[config.mk]
export PLATFORM = sky130hd
export DESIGN_NAME = counter_sequencer
export DESIGN_NICKNAME = d
export VERILOG_FILES = /design/src/rtl/counter_sequencer.sv
export SDC_FILE = /design/constraint.sdc
export NUM_CORES = 1
export LEC_CHECK = 0
export CORE_ASPECT_RATIO = 0.5
export CORE_MARGIN = 5
export CORE_UTILIZATION = 30
export DETAILED_ROUTE_END_ITERATION = 7
export HOLD_SLACK_MARGIN = 0.05
export PLACE_DENSITY = 0.54
export SKIP_CTS_REPAIR_TIMING = 1
export SYNTH_ARGS = -nofsm -noshare
export SYNTH_HDL_FRONTEND = slang
export SYNTH_SLANG_ARGS = --single-unit
[constraint.sdc]
create_clock -name clock -period 1.8 [get_ports clock]
set_input_delay 0.18 -clock clock [delete_from_list [all_inputs] [get_ports clock]]
set_output_delay 0.18 -clock clock [all_outputs]
set_load 0.01 [all_outputs]
[src/rtl/counter_sequencer.sv]
// Sequencer for an enable-less 4-bit up/down counter: loads a start value, lets it run
// for a commanded number of steps, checks the landing value and holds it by re-loading.
module counter_sequencer #(
    parameter int unsigned LEN_W = 8
) (
    input  logic             clock,
    input  logic             rst,
    input  logic             cmd_valid,
    output logic             cmd_ready,
    input  logic [3:0]       cmd_start,
    input  logic             cmd_dir,
    input  logic [LEN_W-1:0] cmd_len,
    input  logic             cmd_abort,
    input  logic [3:0]       cnt_q,
    output logic             load,
    output logic             mode,
    output logic [3:0]       din,
    output logic             busy,
    output logic             done,
    output logic             err
);

    typedef enum logic [1:0] {IDLE, LOAD, RUN, DONE} state_t;

    state_t           state;
    logic             dir;
    logic [LEN_W-1:0] len;
    logic [LEN_W-1:0] remaining;
    logic [3:0]       expected;
    logic [3:0]       cnt_step;

    // Value the counter takes on the edge where an abort is honoured.
    assign cnt_step = dir ? cnt_q + 4'd1 : cnt_q - 4'd1;

    // Outputs are registered alongside the state so each reflects the state being entered.
    // In IDLE, din carries the hold value that keeps the counter still.
    always_ff @(posedge clock) begin
        if (rst) begin
            state     <= IDLE;
            dir       <= 1'b0;
            len       <= '0;
            remaining <= '0;
            expected  <= 4'd0;
            err       <= 1'b0;
            load      <= 1'b1;
            din       <= 4'd0;
            mode      <= 1'b0;
            done      <= 1'b0;
            busy      <= 1'b0;
            cmd_ready <= 1'b1;
        end else begin
            case (state)
                IDLE: begin
                    if (cmd_valid) begin
                        state     <= LOAD;
                        dir       <= cmd_dir;
                        len       <= cmd_len;
                        expected  <= cmd_dir ? cmd_start + 4'(cmd_len)
                                             : cmd_start - 4'(cmd_len);
                        load      <= 1'b1;
                        din       <= cmd_start;
                        mode      <= cmd_dir;
                        busy      <= 1'b1;
                        cmd_ready <= 1'b0;
                    end
                end
                LOAD: begin
                    if (len == '0) begin
                        state <= DONE;
                        load  <= 1'b1;
                        din   <= expected;
                        done  <= 1'b1;
                        busy  <= 1'b0;
                    end else begin
                        state     <= RUN;
                        remaining <= len;
                        load      <= 1'b0;
                    end
                end
                RUN: begin
                    if (cmd_abort) begin
                        // Abort wins over completion; hold where the counter lands this edge.
                        state     <= IDLE;
                        remaining <= '0;
                        load      <= 1'b1;
                        din       <= cnt_step;
                        mode      <= 1'b0;
                        busy      <= 1'b0;
                        cmd_ready <= 1'b1;
                    end else if (remaining == LEN_W'(1)) begin
                        state     <= DONE;
                        remaining <= '0;
                        load      <= 1'b1;
                        din       <= expected;
                        done      <= 1'b1;
                        busy      <= 1'b0;
                    end else begin
                        remaining <= remaining - LEN_W'(1);
                    end
                end
                DONE: begin
                    state     <= IDLE;
                    done      <= 1'b0;
                    mode      <= 1'b0;
                    cmd_ready <= 1'b1;
                    if (cnt_q != expected) begin
                        err <= 1'b1;
                    end
                end
                default: state <= IDLE;
            endcase
        end
    end

endmodule

---- Yosys cells after proc, flatten, opt, wreduce, memory -nomap -nowiden ----
Index checks and enable logic that the tools add are counted.
word-level totals
  bits in registers ....................... 33
  bits of input ports ..................... 21
  output and inout port bits .............. 10
  word-level logic and storage cells ...... 77
operators by class
  $add $sub $neg .......................... 5
  equal/unequal tests ..................... 12
  multiplexer cells ....................... 34
  reductions and logical operators ........ 14
operator list
  operator             number
  $mux 4               6
  $mux 8               3
  $pmux 8 s2           1
  $pmux 1 s3           5
  $mux 1               14
  $ne 2x2->1 const B   6
  $pmux 4 s3           1
  $reduce_bool 3->1    3
  $eq 8x1->1 const B   1
  $logic_not 8->1      1
  $pmux 2 s4           1
  $reduce_and 2->1     4
  $reduce_and 4->1     2
  $sub 8x1->8 const B  1
  $mux 2               3
  $reduce_and 3->1     2
  $add 4x1->4 const B  1
  $add 4x4->4          1
  $eq 2x2->1 const B   2
  $ne 4x4->1           1
  $sub 4x1->4 const B  1
  $sub 4x4->4          1
  $ne 3x3->1 const B   1
  $eq 2x1->1 const B   1
  2 further kinds      2

---- Depth between registers and ports, before layout ----
Gate-level depths: netlist of the first run.
  depth in word-level cells ............... 4
  mapped depth ............................ 8
  mapped depth without buffers ............ 8

---- Least setup slack after synthesis of the first run ----
OpenSTA, ideal clock, no wires.
  kind .................................... input-to-reg
  start point ............................. input cmd_len[0]
  end point ............................... register expected[3]
  setup time .............................. 0.122 ns
  data arrival time ....................... 1.661 ns
  required time ........................... 1.678 ns
  setup slack ............................. 0.017 ns
  stages .................................. 8
  path buffers ............................ 0
  cells stage by stage .................... inv_1 ha_1 mux2_2 ha_1 a21o_1 a21oi_1 a2111oi_0 a311o_1
on the way
  longest elaborated chain between the ends .. 2
  elaborated cells on any way between the ends .. 3
  classes of those cells .................. 2 x add/sub; 1 x mux
ends and longest elaborated chain
  element                                     line    RTL
  start, declared                             12      input logic [LEN_W-1:0] cmd_len,
  $sub 4x4->4 or $add 4x4->4 (tied branches)  59, 58
  $mux 4 (*)                                  58      expected <= cmd_dir ? cmd_start + 4'(cmd_len)
  end signal, assigned                        58
  end, declared                               29      logic [3:0] expected;
Every way passes the cells marked *; elsewhere a longest branch is shown, timed or not.
A chain may end at the register's enable or synchronous reset.

---- Worst setup path after layout of the first run ----
  start point ............................. register remaining[1]
  end point ............................... register state[1]
on the way
  longest elaborated chain between the ends .. 3
ends and longest elaborated chain
  element                            line  RTL
  start, declared                    28    logic [LEN_W-1:0] remaining;
  start signal, assigned             76    remaining <= len;
  start signal, assigned             98    remaining <= remaining - LEN_W'(1);
  $eq 8x1->1                         90    end else if (remaining == LEN_W'(1)) begin
  $ne 3x3->1 (no source line)        -
  $reduce_and 2->1 (no source line)  -
  end signal, assigned               91    state <= DONE;
  end signal, assigned               102   state <= IDLE;
  end signal, assigned               110   default: state <= IDLE;
  end, declared                      25    state_t state;
No other way between the ends.

==> results of run 1 <==
## cells by family (layout without fill, tap and decap cells)
kind of cell | Yosys count | count (layout)
simple gates | 89 | 89
mux | 6 | 6
buf+inv | 21 | 82
fa+ha+maj | 16 | 16
xor+xnor | 9 | 9
flops | 33 | 33
compound gates | 72 | 72
## routing by layer
metal  share of wire, %  wire length [microns]  vias up
li1                   -                      -     1016
met1                 49                   2690      982
met2                 48                   2600       38
met3                2.8                    153        2
met4               0.35                     19        0
met5                  0                      0        -
## critical path: stages, from the launching register on
cell	delay, ns
dfxtp_1	0.31
inv_2	0.06
ha_1	0.13
nor4b_4	0.29
buf_4	0.18
a21oi_2	0.05
or4_1	0.47
a21oi_1	0.12
## metrics by stage
stage | setup slack [ns] | TNS [ns] | std cells
floorplan | 0.0173 | 0 | 246
global placement | -0.525 | -1.47 | 390
detailed placement | -0.542 | -1.69 | 390
CTS | -0.266 | -0.579 | 398
global route | 0.000596 | 0 | 399
finish | 0.0991 | 0 | 399
## area by class of cell
| cell class | instances | area (sq um) | share of cell area, % |
|---|---|---|---|
| clock buffers | 5 | 125 | 4.24 |
| clock inverters | 3 | 65.1 | 2.20 |
| inverters | 11 | 41.3 | 1.40 |
| multi-input cells | 192 | 1380 | 46.8 |
| flip-flops and latches | 33 | 664 | 22.5 |
| well taps | 92 | 115 | 3.90 |
| repair buffers | 63 | 559 | 18.9 |
## path summary, 6_finish.rpt
path / end / slack, ns / cells past startpoint
setup reg to reg: state[1] / 0.1 / 7
hold reg to reg: load / 0.46 / 1
hold / removal: len[0] / 0.35 / 4
setup / recovery: state[1] / 0.1 / 7
## state kept, by name, summed over array words and instances, names as in the netlist
name       flops
len            8
remaining      8
din            4
expected       4
state          2
busy           1
cmd_ready      1
dir            1
done           1
err            1
load           1
mode           1
## synthesized netlist by cell type, types with 5 or more instances
cell      count
dfxtp_1      33
o21ai_0      13
nor2b_1       5
nand2b_1      6
nor4_1        5
clkbuf_1      8
a211oi_1      8
nand3_1       5
nor3_1        5
ha_1         14
inv_1        11
xnor2_1       6
a21oi_1      21
nand2_1      27
nor2_1       18
## report_power, final
group / leakage [nW] / internal, W / switching [W]
registers: 0.272 / 0.000884 / 0.000119
logic: 0.799 / 0.000736 / 0.000723
clock network: 0.0938 / 0.000790 / 0.000308
==> metrics.cfg, run 1 <==
[grt]
use_met2_pct = 21.3
grt_pass1_vias = 1849
grt-ovfl-total = 0
grt_start_max_net_pins = 25
gr-usage-all-layers_pct = 12.6
grt_pass1_wl_microns = 8780
grt_use_met3_pct = 2.81
antenna_found_initial = 0
use_met1_pct = 16.8
grt_busiest_layer = met2

[timing]
fmax_mhz = 588
fin_crit_sh_pct = 94.5
setup_viol = 0
min_period_ns = 1.70
hold_viol = 0
finClkSkew_ns = 0.00517
hold_ws_ns = 0.352
drv_slew = 0
rsz0062_at_grt = no
slew_headroom_pct = 76.3
tightest_slew_ns = 0.353

[floorplan]
io_pins = 31
die_area_sq_um = 8680
start_util_pct = 30.8
rows = 21
fp.dieW_microns = 127
coreArea_sq_um = 6650
dieHeight_microns = 68.4

[yosys]
synthTopCellsByArea = dfxtp_1 32%, ha_1 8.5%, a21oi_1 5.1%
synth_top_family_by_area = compound AO/OA/AOI/OAI gates
synth.distinct_cells = 55
synthAdderAreaFrac_pct = 10.5
ys_seq_area_share_pct = 32.2
syn-mean-instance-area_sq_um = 8.33
synth_ff_type = dfxtp_1
netlist.area_leader.share_pct = 32.2
synth_edf_count = 0
synth_cells = 246
synthSimpleGateAreaFrac_pct = 22.9
yosys.area.top_type = dfxtp_1
ys_async_sr_fraction_pct = 0
syn-num-nets = 283
synth.area.mux_share_pct = 3.05
synth_compound_area_share_pct = 23.6
synth-seq-cells = 33
synth_xor_area_share_pct = 3.85
mappedNetlistArea_sq_um = 2050
ys_warn_count = 0

[clock_network]
clockBufferDepth = 2
cts_tree = built
cts_root_buf = clkbuf_16
clock_sinks = 33
htreeDepth = 2
numCtsBuffers = 5
clk_pin_slew_worst_paths_ns = 0.05
clk_latency_ns = 0.28

[placed_design]
placed_area_sq_um = 2670
place_hpwl_microns = 4250
port_buffers = 30
routabilityCongestion = 0.859

[power_and_ir_drop]
leakage_nw = 1.16
power.density_nw_per_um2 = 1210
vdd.ir_drop.worst_v = 0.000407
p_total_w = 0.00356

[route]
wire_per_inst_microns = 13.7
viasPerCell = 5.11
ant_nets = 0
vias = 2038
drc = 0
drtIter0Drc = 65
wirelength_microns = 5460
dr.pass1.iters = 4

[final_layout]
antenna_cells = 0
drive_gt1_share_pct = 22.1
postLayoutCoreUtil_pct = 44.4
area_delta_synth_final_pct = 44.1
final_cell_mix = 32 x buf_4, 30 x dfxtp_1, 27 x nand2_1, 27 x clkdlybuf4s50_1, 19 x a21oi_1
nFillCells = 652
nNetsFinal = 343
final_common_cell = buf_4
fin_area_sq_um = 2950

[flow_run]
drv_cap = 0

[worst_setup_path]
timing.rr.start = remaining[1]
startpoint = remaining[1]
cp_max_fo = 4
critical_path.endpoint_type = register
cp_data_required_time_ns = 2.00
cp-start-kind = register
cp.arrival_ns = 1.91
path_class = reg -> reg

[outcome]
run_status = finished, final reports clean

[hold_path]
hp-class = in -> reg
worstHoldStart = cmd_len[0]

No activity file was read; power rests on OpenSTA's default activity.
==> run 2: changes to the inputs <==
==> constraint.sdc (replaced) <==
create_clock -name clock -period 1.8 [get_ports clock]
set_input_delay 0.18 -clock clock [delete_from_list [all_inputs] [get_ports clock]]
set_output_delay 0.18 -clock clock [all_outputs]
set_load 0.02 [all_outputs]
==> results of run 2 <==
The final DEF is identical to that of run 1. Status: finished, final reports clean.
Among the figures that moved: total power 0.00356 W -> 0.00361 W
